===== src/rtl/flg_pkg.sv =====
// rtl/flg_pkg.sv - shared types and helpers for the flag match enumerator
package flg_pkg;

  localparam int FLG_W_DEFAULT = 32;
  localparam int FLG_W_MAX     = 128;
  localparam int FLG_POS_W_MAX = 7;

  typedef enum logic {IDLE = 1'b0, SCAN = 1'b1} flg_state_t;

  // Index of the lowest set bit, sized for the widest word; callers truncate.
  function automatic logic [FLG_POS_W_MAX-1:0] lowest_set_idx(input logic [FLG_W_MAX-1:0] vec);
    logic [FLG_POS_W_MAX-1:0] idx;
    idx = '0;
    for (int i = FLG_W_MAX - 1; i >= 0; i--) begin
      if (vec[i]) idx = FLG_POS_W_MAX'(i);
    end
    return idx;
  endfunction

endpackage


===== src/rtl/flg_prefix_count.sv =====
// rtl/flg_prefix_count.sv - popcount of a flag word strictly below a bit position
module flg_prefix_count
  import flg_pkg::*;
#(
  parameter int FLAG_WIDTH = FLG_W_DEFAULT,
  parameter int POS_W      = $clog2(FLAG_WIDTH)
) (
  input  logic [FLAG_WIDTH-1:0] flg,
  input  logic [POS_W-1:0]      pos,
  output logic [POS_W-1:0]      cnt
);

  logic [FLAG_WIDTH-1:0] mask;
  // Heap-ordered adder tree: leaves at FLAG_WIDTH-1.., root at 0. Every node
  // fits POS_W bits since the top flag bit is never below pos.
  logic [POS_W-1:0]      node [2*FLAG_WIDTH-1];

  for (genvar i = 0; i < FLAG_WIDTH; i++) begin : g_leaf
    assign mask[i]                = (pos > POS_W'(i));
    assign node[FLAG_WIDTH-1 + i] = POS_W'(flg[i] & mask[i]);
  end

  for (genvar j = 0; j < FLAG_WIDTH - 1; j++) begin : g_tree
    assign node[j] = node[2*j+1] + node[2*j+2];
  end

  assign cnt = node[0];

endmodule


===== src/rtl/flg_match_iter.sv =====
// rtl/flg_match_iter.sv - enumerates matching act/wei flag positions with buffer offsets
module flg_match_iter
  import flg_pkg::*;
#(
  parameter int FLAG_WIDTH = FLG_W_DEFAULT,
  parameter int POS_W      = $clog2(FLAG_WIDTH)
) (
  input  logic                  clk,
  input  logic                  rst_n,
  input  logic                  flush,
  input  logic                  in_valid,
  output logic                  in_ready,
  input  logic [FLAG_WIDTH-1:0] in_act_flg,
  input  logic [FLAG_WIDTH-1:0] in_wei_flg,
  output logic                  out_valid,
  input  logic                  out_ready,
  output logic [POS_W-1:0]      out_pos,
  output logic [POS_W-1:0]      out_act_ofs,
  output logic [POS_W-1:0]      out_wei_ofs,
  output logic [POS_W-1:0]      out_idx,
  output logic                  out_last,
  output logic                  out_none
);

  flg_state_t            state, state_n;
  logic [FLAG_WIDTH-1:0] act_r, wei_r, rem_r;
  logic [POS_W-1:0]      idx_r;
  logic                  none_r;

  logic                  scan, single, last, beat, accept;
  logic [POS_W-1:0]      pos, act_ofs, wei_ofs;

  assign scan   = (state == SCAN);
  assign pos    = POS_W'(lowest_set_idx(FLG_W_MAX'(rem_r)));
  assign single = (rem_r != '0) && ((rem_r & (rem_r - FLAG_WIDTH'(1))) == '0);
  assign last   = scan & (none_r | single);
  assign beat   = scan & out_ready;

  // Flush outranks both the closing beat and any reload in the same cycle.
  assign in_ready = (~scan | (beat & last)) & ~flush;
  assign accept   = in_valid & in_ready;

  flg_prefix_count #(.FLAG_WIDTH(FLAG_WIDTH), .POS_W(POS_W)) u_act_cnt (
    .flg (act_r),
    .pos (pos),
    .cnt (act_ofs)
  );

  flg_prefix_count #(.FLAG_WIDTH(FLAG_WIDTH), .POS_W(POS_W)) u_wei_cnt (
    .flg (wei_r),
    .pos (pos),
    .cnt (wei_ofs)
  );

  assign out_valid   = scan;
  assign out_pos     = scan ? pos     : '0;
  assign out_act_ofs = scan ? act_ofs : '0;
  assign out_wei_ofs = scan ? wei_ofs : '0;
  assign out_idx     = scan ? idx_r   : '0;
  assign out_last    = last;
  assign out_none    = scan & none_r;

  always_comb begin
    state_n = state;
    if (flush)               state_n = IDLE;
    else if (accept)         state_n = SCAN;
    else if (beat && last)   state_n = IDLE;
  end

  always_ff @(posedge clk or negedge rst_n) begin
    if (!rst_n) state <= IDLE;
    else        state <= state_n;
  end

  always_ff @(posedge clk or negedge rst_n) begin
    if (!rst_n) begin
      act_r  <= '0;
      wei_r  <= '0;
      rem_r  <= '0;
      idx_r  <= '0;
      none_r <= 1'b0;
    end else if (flush) begin
      rem_r  <= '0;
      idx_r  <= '0;
      none_r <= 1'b0;
    end else if (accept) begin
      act_r  <= in_act_flg;
      wei_r  <= in_wei_flg;
      rem_r  <= in_act_flg & in_wei_flg;
      idx_r  <= '0;
      none_r <= ((in_act_flg & in_wei_flg) == '0);
    end else if (beat) begin
      rem_r  <= rem_r & (rem_r - FLAG_WIDTH'(1));
      idx_r  <= idx_r + POS_W'(1);
      none_r <= 1'b0;
    end
  end

endmodule


===== config.mk =====
export PLATFORM = sky130hd
export DESIGN_NAME = flg_match_iter
export DESIGN_NICKNAME = d
export VERILOG_FILES = /design/src/rtl/flg_pkg.sv /design/src/rtl/flg_prefix_count.sv /design/src/rtl/flg_match_iter.sv
export SDC_FILE = /design/constraint.sdc
export NUM_CORES = 1
export LEC_CHECK = 0
export CAP_MARGIN = 20
export CORE_MARGIN = 1
export CORE_UTILIZATION = 50
export CTS_CLUSTER_SIZE = 24
export DETAILED_ROUTE_END_ITERATION = 16
export PLACE_DENSITY_LB_ADDON = 0.3
export SYNTH_ARGS = -nofsm -noshare
export SYNTH_HDL_FRONTEND = slang
export SYNTH_SLANG_ARGS = --single-unit

===== constraint.sdc =====
create_clock -name clk -period 11.1 [get_ports clk]
set_clock_uncertainty 0.2 [all_clocks]
set_input_delay 2.22 -clock clk [delete_from_list [all_inputs] [get_ports clk]]
set_output_delay 2.22 -clock clk [all_outputs]
set_load 0.01 [all_outputs]

* Yosys cells after proc, flatten, opt, wreduce, memory -nomap -nowiden
Index checks and enable logic that the tools add are counted.
Cells by class: $add $sub $neg 64, $lt $le $gt $ge 32, mux-type cells 48, bitwise operators 76, reductions and logical operators 8
Operators with widths (number):
- adder 5 bit | 62
- two-way mux 5 bit | 39
- two-way mux 32 bit | 3
- greater-than comparator 5 bit, second input constant | 16
- bitwise AND 1 bit | 70
- bitwise AND 32 bit | 2
- zero test 32 bit | 2
- greater-than comparator 5 x 4 -> 1 bit, second input constant | 8
- nonzero test 32 bit | 1
- subtractor 32 x 1 -> 32 bit, second input constant | 1
- greater-than comparator 5 x 3 -> 1 bit, second input constant | 4
- greater-than comparator 5 x 1 -> 1 bit, second input constant | 2
- greater-than comparator 5 x 2 -> 1 bit, second input constant | 2
- two-way mux 1 bit | 6
- nonzero test 3 bit | 2
- adder 5 x 1 -> 5 bit, second input constant | 1
- logical AND 1 bit | 2
- inverter 1 bit | 2
- bitwise OR 1 bit | 2
- AND reduction 2 bit | 1
Word-level totals: flip-flop bits (word level) 103, bits of input ports 69, output and inout port bits 24, logic and storage cells 234

* Depth between registers and ports, before layout
Gate-level depths: netlist of run 1.
word-level depth 40, gate-level depth with buffers 26, depth with buffers taken out 24

* Cells and area by module
From an unflattened synthesis of run 1, not the netlist that was laid out.
Unflattened totals: cell total of the unflattened synthesis 878, area, all modules 8321.7 um^2
By module, submodules not included:
- flg_match_iter | times used 1, cells an instance 504, area each 5326.4 um^2, sequential area each 2577.5 um^2
- flg_prefix_count | times used 2, cells an instance 187, area each 1497.7 um^2, sequential area each 0.0 um^2

* Worst setup path before layout of run 1
Ideal clock, no wire load.
kind reg-to-output, from register rem_r[7], to output port out_act_ofs[4], arrival time 6682 ps, required time 8680 ps, path slack 1998 ps, cell stages (with the launch flop) 22, path buffers 1, cells stage by stage dfrtp_1 or4_1 clkbuf_1 nor3_2 nand3_1 nor2_1 nand2_1 nor3_1 nand2_1 fa_1 fa_1 fa_1 fa_1 fa_1 fa_1 inv_1 ha_1 fa_1 a21o_1 a21oi_1 xor2_1 nor2_1
On the way: cells in the longest elaborated chain, start to end 16, elaborated cells between the ends (all ways) 104, classes of those cells add/sub: 31; order compare: 32; mux: 9; bitwise: 32
Ends and longest elaborated chain:
- from (decl) | RTL line flg_match_iter.sv:26 | logic [FLAG_WIDTH-1:0] act_r, wei_r, rem_r;
- from (signal assigned) | RTL line flg_match_iter.sv:89 | rem_r <= in_act_flg & in_wei_flg;
- from (signal assigned) | RTL line flg_match_iter.sv:93 | rem_r <= rem_r & (rem_r - FLAG_WIDTH'(1));
- two-way mux 5 bit (*) (8 in a row) | RTL line flg_pkg.sv:15 | if (vec[i]) idx = FLG_POS_W_MAX'(i);
- greater-than comparator 5 x 1 -> 1 bit (tied with other cells) | RTL line flg_prefix_count.sv:19 | assign mask[i] = (pos > POS_W'(i));
- bitwise AND 1 bit | RTL line flg_prefix_count.sv:20 | assign node[FLAG_WIDTH-1 + i] = POS_W'(flg[i] & mask[i]);
- adder 5 bit (4 in a row) | RTL line flg_prefix_count.sv:24 | assign node[j] = node[2*j+1] + node[2*j+2];
- adder 5 bit (*) | RTL line flg_prefix_count.sv:24
- two-way mux 5 bit (*) | RTL line flg_match_iter.sv:57 | assign out_act_ofs = scan ? act_ofs : '0;
- to (decl) | RTL line flg_match_iter.sv:18 | output logic [POS_W-1:0] out_act_ofs,
Every way passes the cells marked *; elsewhere a longest branch is shown, timed or not.

* Worst setup path after layout of run 1
from register rem_r[20], to output port out_wei_ofs[4]
On the way: cells in the longest elaborated chain, start to end 29, elaborated cells between the ends (all ways) 117, classes of those cells add/sub: 31; order compare: 32; mux: 22; bitwise: 32
Ends and longest elaborated chain:
- two-way mux 5 bit (*) (21 in a row) | RTL line flg_pkg.sv:15
- greater-than comparator 5 x 1 -> 1 bit (tied with other cells) | RTL line flg_prefix_count.sv:19
- bitwise AND 1 bit | RTL line flg_prefix_count.sv:20
- adder 5 bit (4 in a row) | RTL line flg_prefix_count.sv:24
- adder 5 bit (*) | RTL line flg_prefix_count.sv:24
- two-way mux 5 bit (*) | RTL line flg_match_iter.sv:58 | assign out_wei_ofs = scan ? wei_ofs : '0;
- to (decl) | RTL line flg_match_iter.sv:19 | output logic [POS_W-1:0] out_wei_ofs,
Marks and branches as above.

==> results.md, run 1 <==
- Synth Register Bits: 101
- Fillcell total: 1,247
- WS Path Type: flop to output pin
- # Max-Cap Violations: 0
- Part of the Yosys area used for sequential elements: 0.338
- Leakage: 0.00417 uW
- Rel. slew slack: 0.440
- RSZ-0062 raised after global routing: no
- Tcrit/Tclk final: 0.972
- Largest family of logic cells by synthesized area: simple AND/OR/NAND/NOR gates
- Max FO, Critical Path: 9
- ANT cells: 0
- Int Pwr: 1430 uW
- Post-CTS Setup Bufs: 0
- Num Clock Sinks: 101
- Clock share of power: 0.125
- Mapped Area: 0.00748 mm^2
- Post-synth top area share: 0.338
- Vias in the first global route: 6,322
- Final WL: 22,400 um
- Layout area overhead: 18.0%
- Power Density: 296 mW/mm^2
- Largest cells by area after synthesis: dfrtp_1 34%, fa_1 13%, mux2_4 12%
- Post-layout nets: 961
- VDD IR-drop max: 0.285 mV
- Xor-xnor portion of the synthesized cell area: 0.0129
- Clk slew on worst S/H paths: 0.07 ns
- Die area: 0.0155 mm^2
- Arrival time worst endpoint: 8.37 ns
- Drt wl/cell: 22.0 um
- Req. time, crit path: 8.68 ns
- Max Slew Vio Count: 0
- Die height: 124 um
- Fin cells: 1,018
- Post-CTS Hold Buffers: 0
- EDFF count, synth: 0
- Post-route DRC: 0
- Congestion Overflow GR: 0
- Pin count of the biggest net entering global routing: 80
- Core Rows: 44
- First-pass GRT wire length: 35,700 um
- Max Fclk: 92.7 MHz
- H-tree depth: 3
- Setup-failing EPs final: 0
- Antenna violations before repair: 0
- Setup TNS: 0 ns
- NetSw: 1190 uW
- Tmin final: 10.79 ns
- Worst-Margin Slew: 0.835 ns
- Initial drt markers: 730
- Post-Synth Adder-Cell Area: 0.156
- Share of cells above drive strength 1: 0.127
- Final hold viol count: 0
- CTS root buf: clkbuf_16
- Switching share of power: 0.454
- Vias/cell: 6.19
- CP Capture Type: output pin
- Fraction of registers with async set/reset: 1.00
- Commonest non-fill, non-tap cell in the layout: dfrtp_1
- PortBufs: 92
- Resized Gates After CTS: 0
- Comb pwr share: 0.691
- Hold Path Class: flop to flop
- Antenna viol nets, final: 0
- CTS Buf Count: 9
- Synth warnings: 0
- Placed insts: 1,001
- Main flop type after synthesis: dfrtp_1
- Largest area contributor in the synthesized netlist: dfrtp_1
- Tot GR Track Use: 0.301
- Average cell area after synthesis: 9.92 um^2
- Most frequent cells in the layout: 101 x dfrtp_1, 91 x clkdlybuf4s50_1, 86 x nand2_1
- Outcome: finished, final reports clean
- Simple-Gate Fraction of Synth Area: 0.169
- Drt first pass iters: 5
- Post-synthesis mux area share: 0.140
- Crit start category: flop
- Clock Latency Late Sink: 0.36 ns
- Flop pwr share: 0.184
- CTS Buffer Depth: 2
- Vias: 6,304
- Syn Inst Count: 754
- Distinct cells, synth: 65
- Hpwl dp: 17,500 um
- Core area: 0.0146 mm^2
- CTS tree: done
- GP Congestion: 0.927
- IO Pins: 93
- Die width: 124 um
- Complex-gate fraction of the synthesized area: 0.125
- Initial Utilization: 0.513
-- area by class of cell --
| cell class | instances | area [um^2] | area share |
|---|---|---|---|
| Sequential cell | 101 | 2530 | 0.286 |
| Inverter | 63 | 236 | 0.0268 |
| Clock buffer | 11 | 253 | 0.0286 |
| Tap cell | 184 | 230 | 0.0261 |
| Clock inverter | 5 | 48.8 | 0.00552 |
| Multi-Input combinational cell | 553 | 4530 | 0.513 |
| Timing Repair Buffer | 101 | 1010 | 0.114 |
-- power by group through the flow --
stage               Clock, uW  Sequential [uW]  Combinational (uW)
floorplan                   0              457                1280
global placement            0              482                1730
detailed placement          0              483                1820
CTS                       331              478                1830
global route              348              486                2050
finish                    327              481                1810
-- metal layers --
layer	part of all wire	vias to the layer above	routed length, um	track usage
met5	0	-	0	0
met4	0.030	0	676	0.106
met3	0.082	55	1840	0.0670
met2	0.46	318	10200	0.466
met1	0.43	3146	9660	0.415
li1	-	2785	-	-
-- metrics by stage --
stage | util | hold WS [ns] | power [uW] | area, um^2 | setup WS, ns
6_report | 0.605 | 0.318 | 2620 | 8830 | 0.311
5_1_grt | 0.605 | 0.324 | 2880 | 8830 | 0.0836
4_1_cts | 0.604 | 0.316 | 2640 | 8810 | 0.436
3_5_place_dp | 0.583 | 0.298 | 2300 | 8500 | 0.847
3_3_place_gp | 0.583 | 0.295 | 2210 | 8500 | 0.997
2_1_floorplan | - | 0.273 | 1730 | 7490 | 2.00
-- final timing paths --
kind,from,cells after the start,end,slack (ns)
max,rem_r[20]$_DFFE_PN0P_,24,out_wei_ofs[4],0.31
min,act_r[28]$_DFFE_PN0P_,1,act_r[28]$_DFFE_PN0P_,0.32
min in group asynchronous,rst_n,1,wei_r[29]$_DFFE_PN0P_,1.54
min reg2reg,act_r[28]$_DFFE_PN0P_,1,act_r[28]$_DFFE_PN0P_,0.32
max in group asynchronous,rst_n,3,act_r[11]$_DFFE_PN0P_,8.25
max reg2reg,rem_r[0]$_DFFE_PN0P_,10,act_r[11]$_DFFE_PN0P_,6.25
-- synthesized netlist by cell type (all sizes together) (5+ instances only) --
| library cell | count |
|---|---|
| nand3 | 24 |
| o21bai | 7 |
| or3 | 6 |
| a22oi | 5 |
| nand2 | 87 |
| nor2 | 55 |
| ha | 15 |
| mux2 | 67 |
| or4 | 10 |
| o211ai | 6 |
| xor2 | 9 |
| buf | 13 |
| nor3 | 24 |
| nor4 | 7 |
| inv | 63 |
| a31oi | 5 |
| nand4 | 10 |
| clkbuf | 25 |
| and2 | 20 |
| o311ai | 8 |
| o31ai | 10 |
| mux2i | 6 |
| o21ai | 40 |
| a21oi | 27 |
| fa | 48 |
| dfrtp | 101 |
-- cells by family after synthesis --
group,Yosys count
adders and majority gates,65
and+or+nand+nor,262
buffers and inverters,101
muxes,73
other,1
xor gates and xnor gates,11
DFF,101
AOI/OAI and AO/OA,140
-- state kept, by name (all words and copies together), names as in the netlist --
name and flops:
idx_r 5, out_valid 1, act_r 31, none_r 1, wei_r 31, rem_r 32
-- worst max-delay path, stage by stage, from the launching register on --
cell and delay, ns:
dfrtp_1 0.50, or4_1 0.72, a21oi_1 0.23, o21ai_0 0.13
a21oi_1 0.24, nor2_1 0.14, nor2_1 0.55, a21oi_1 0.18
o21ai_0 0.34, fa_1 0.50, fa_1 0.51, inv_1 0.05
fa_1 0.50, inv_1 0.05, fa_1 0.48, fa_1 0.53
fa_1 0.55, inv_1 0.04, ha_1 0.23, fa_1 0.43
a21o_1 0.20, a21oi_1 0.17, xor2_1 0.09, nor2_1 0.09
clkdlybuf4s50_1 0.55
(Power assumes the default switching activity.)
==> run 2, diff against run 1 <==
--- a/config.mk
+++ b/config.mk
@@ -10,7 +10,7 @@
 export CORE_UTILIZATION = 50
 export CTS_CLUSTER_SIZE = 24
 export DETAILED_ROUTE_END_ITERATION = 16
-export PLACE_DENSITY_LB_ADDON = 0.3
+export PLACE_DENSITY = 0.73
 export SYNTH_ARGS = -nofsm -noshare
 export SYNTH_HDL_FRONTEND = slang
 export SYNTH_SLANG_ARGS = --single-unit
==> results.md, run 2 (same netlist as run 1, synthesis figures left out) <==
- Resized Gates After CTS: 0
- CTS Buf Count: 9
- ANT cells: 0
- Comb pwr share: 0.691
- Drt first pass iters: 5
- RR Endpoint: wei_r[0]$_DFFE_PN0P_
- Max reg flops: 32
- Die area: 0.0155 mm^2
- GP Congestion: 0.941
- CTS root buf: clkbuf_16
- First-pass GRT wire length: 35,900 um
- Max FO, Critical Path: 9
- Crit start category: flop
- Req. time, crit path: 8.68 ns
- Commonest non-fill, non-tap cell in the layout: dfrtp_1
- Rel. slew slack: 0.349
- Core Rows: 44
- Max Fclk: 93.1 MHz
- Clock share of power: 0.123
- Pwr Total: 2580 uW
- CTS Buffer Depth: 2
- Biggest regs: rem_r (32), act_r (31), wei_r (31)
- # Max-Cap Violations: 0
- Outcome: finished, final reports clean
- Antenna violations before repair: 0
- Antenna viol nets, final: 0
- Die width: 124 um
- Arrival time worst endpoint: 8.32 ns
- Num Clock Sinks: 101
- Tmin final: 10.74 ns
- Max Slew Vio Count: 0
- H-tree depth: 3
- Core area: 0.0146 mm^2
- Power Density: 294 mW/mm^2
- Congestion Overflow GR: 0
- Pin count of the biggest net entering global routing: 75
- CP Capture Type: output pin
- Leakage: 0.00415 uW
- RSZ-0062 raised after global routing: no
- Worst r2r src: rem_r[6]$_DFFE_PN0P_
- Post-route DRC: 0
- Post-layout nets: 960
- Vias: 6,262
- IO Pins: 93
- Die height: 124 um
- Vias in the first global route: 6,395
- Setup-failing EPs final: 0
- Final worst slack: 0.355 ns
- Tcrit/Tclk final: 0.968
- Vias/cell: 6.16
- Initial drt markers: 609
- Hold Path Class: flop to flop
- Clk slew on worst S/H paths: 0.07 ns
- Hold path startpoint: wei_r[8]$_DFFE_PN0P_
- Initial Utilization: 0.513
- VDD IR-drop max: 0.281 mV
- Worst-Margin Slew: 0.977 ns
- Final WL: 22,400 um
- Post-CTS Setup Bufs: 0
- Clock Latency Late Sink: 0.37 ns
- Worst reg-to-reg setup slack: 6.30 ns
- Reg2Reg Depth: 10
- Most frequent cells in the layout: 101 x dfrtp_1, 91 x clkdlybuf4s50_1, 86 x nand2_1
- CP endpoint: out_wei_ofs[4]
- CTS tree: done
- Layout area overhead: 17.4%
- WS Path Type: flop to output pin
- PortBufs: 92
- Setup TNS: 0 ns
- Switching share of power: 0.454
- NetSw: 1170 uW
- Share of cells above drive strength 1: 0.126
- Post-CTS Hold Buffers: 0
- Largest Register: rem_r
- Pre-CTS setup slack: 0.880 ns
- Flop pwr share: 0.186
- CP Launch Point: rem_r[21]$_DFFE_PN0P_
- Hpwl dp: 17,400 um
- Drt wl/cell: 22.1 um
- Final hold viol count: 0
- Int Pwr: 1410 uW
- Tot GR Track Use: 0.301
-- run 2: metrics by stage --
| step | instances | utilization | cell area [um^2] | hold slack, ns |
|---|---|---|---|---|
| 4_1_cts | 1017 | 0.602 | 8790 | 0.317 |
| 3_5_place_dp | 1001 | 0.583 | 8500 | 0.300 |
| 3_3_place_gp | 1001 | 0.583 | 8500 | 0.295 |
| 2_1_floorplan | 755 | - | 7490 | 0.273 |
| 5_1_grt | 1017 | 0.602 | 8790 | 0.336 |
| 6_report | 1017 | 0.602 | 8790 | 0.320 |
-- run 2: layer usage --
metal	routed length, um	part of all wire	GRT usage	vias up
met5	0	0	0	-
met4	694	0.031	0.119	0
met3	1950	0.087	0.0795	48
met2	9990	0.45	0.447	341
met1	9800	0.44	0.419	3102
li1	-	-	-	2771
-- run 2: worst min-delay path by stage --
stage | endpoint | slack, ns | cells past startpoint
floorplan | act_r[13]$_DFFE_PN0P_ | 0.27 | 1
global placement | act_r[17]$_DFFE_PN0P_ | 0.30 | 1
detailed placement | wei_r[8]$_DFFE_PN0P_ | 0.30 | 1
CTS | wei_r[8]$_DFFE_PN0P_ | 0.32 | 1
global route | wei_r[8]$_DFFE_PN0P_ | 0.34 | 1
finish | wei_r[8]$_DFFE_PN0P_ | 0.32 | 1
-- run 2: final cells by class --
| type | instances | area, um^2 |
|---|---|---|
| Clock buffer | 9 | 225 |
| Clock inverter | 7 | 56.3 |
| Fill cell | 1224 | 5800 |
| Inverter | 63 | 236 |
| Multi-Input combinational cell | 553 | 4530 |
| Sequential cell | 101 | 2530 |
| Tap cell | 184 | 230 |
| Timing Repair Buffer | 100 | 978 |
-- run 2: power by group through the flow --
stage | logic, uW | clock network [uW] | registers, uW
finish | 1780 | 318 | 480
global route | 2050 | 333 | 486
CTS | 1800 | 319 | 478
detailed placement | 1790 | 0 | 483
global placement | 1720 | 0 | 482
floorplan | 1280 | 0 | 457
-- run 2: critical path, stage by stage (launching register included) --
cell and delay, ns:
dfrtp_1 0.51, or4_1 0.69, a21oi_1 0.26, o21ai_0 0.14, a21oi_1 0.22, nor2_1 0.14
nor2_1 0.57, a21oi_1 0.18, o21ai_0 0.30, fa_1 0.49, fa_1 0.50, inv_1 0.05
fa_1 0.51, inv_1 0.05, fa_1 0.47, fa_1 0.53, fa_1 0.56, inv_1 0.05
ha_1 0.22, fa_1 0.41, a21o_1 0.20, a21oi_1 0.17, xor2_1 0.19, nor2_1 0.05
clkdlybuf4s50_1 0.49
==> run 3, diff against run 2 <==
--- a/config.mk
+++ b/config.mk
@@ -11,6 +11,8 @@
 export CTS_CLUSTER_SIZE = 24
 export DETAILED_ROUTE_END_ITERATION = 16
 export PLACE_DENSITY = 0.73
+export SKIP_LAST_GASP = 1
+export SLEW_MARGIN = 5
 export SYNTH_ARGS = -nofsm -noshare
 export SYNTH_HDL_FRONTEND = slang
 export SYNTH_SLANG_ARGS = --single-unit
==> results of run 3 <==
Same layout as run 2: the final DEF is identical, and so are final timing and power.
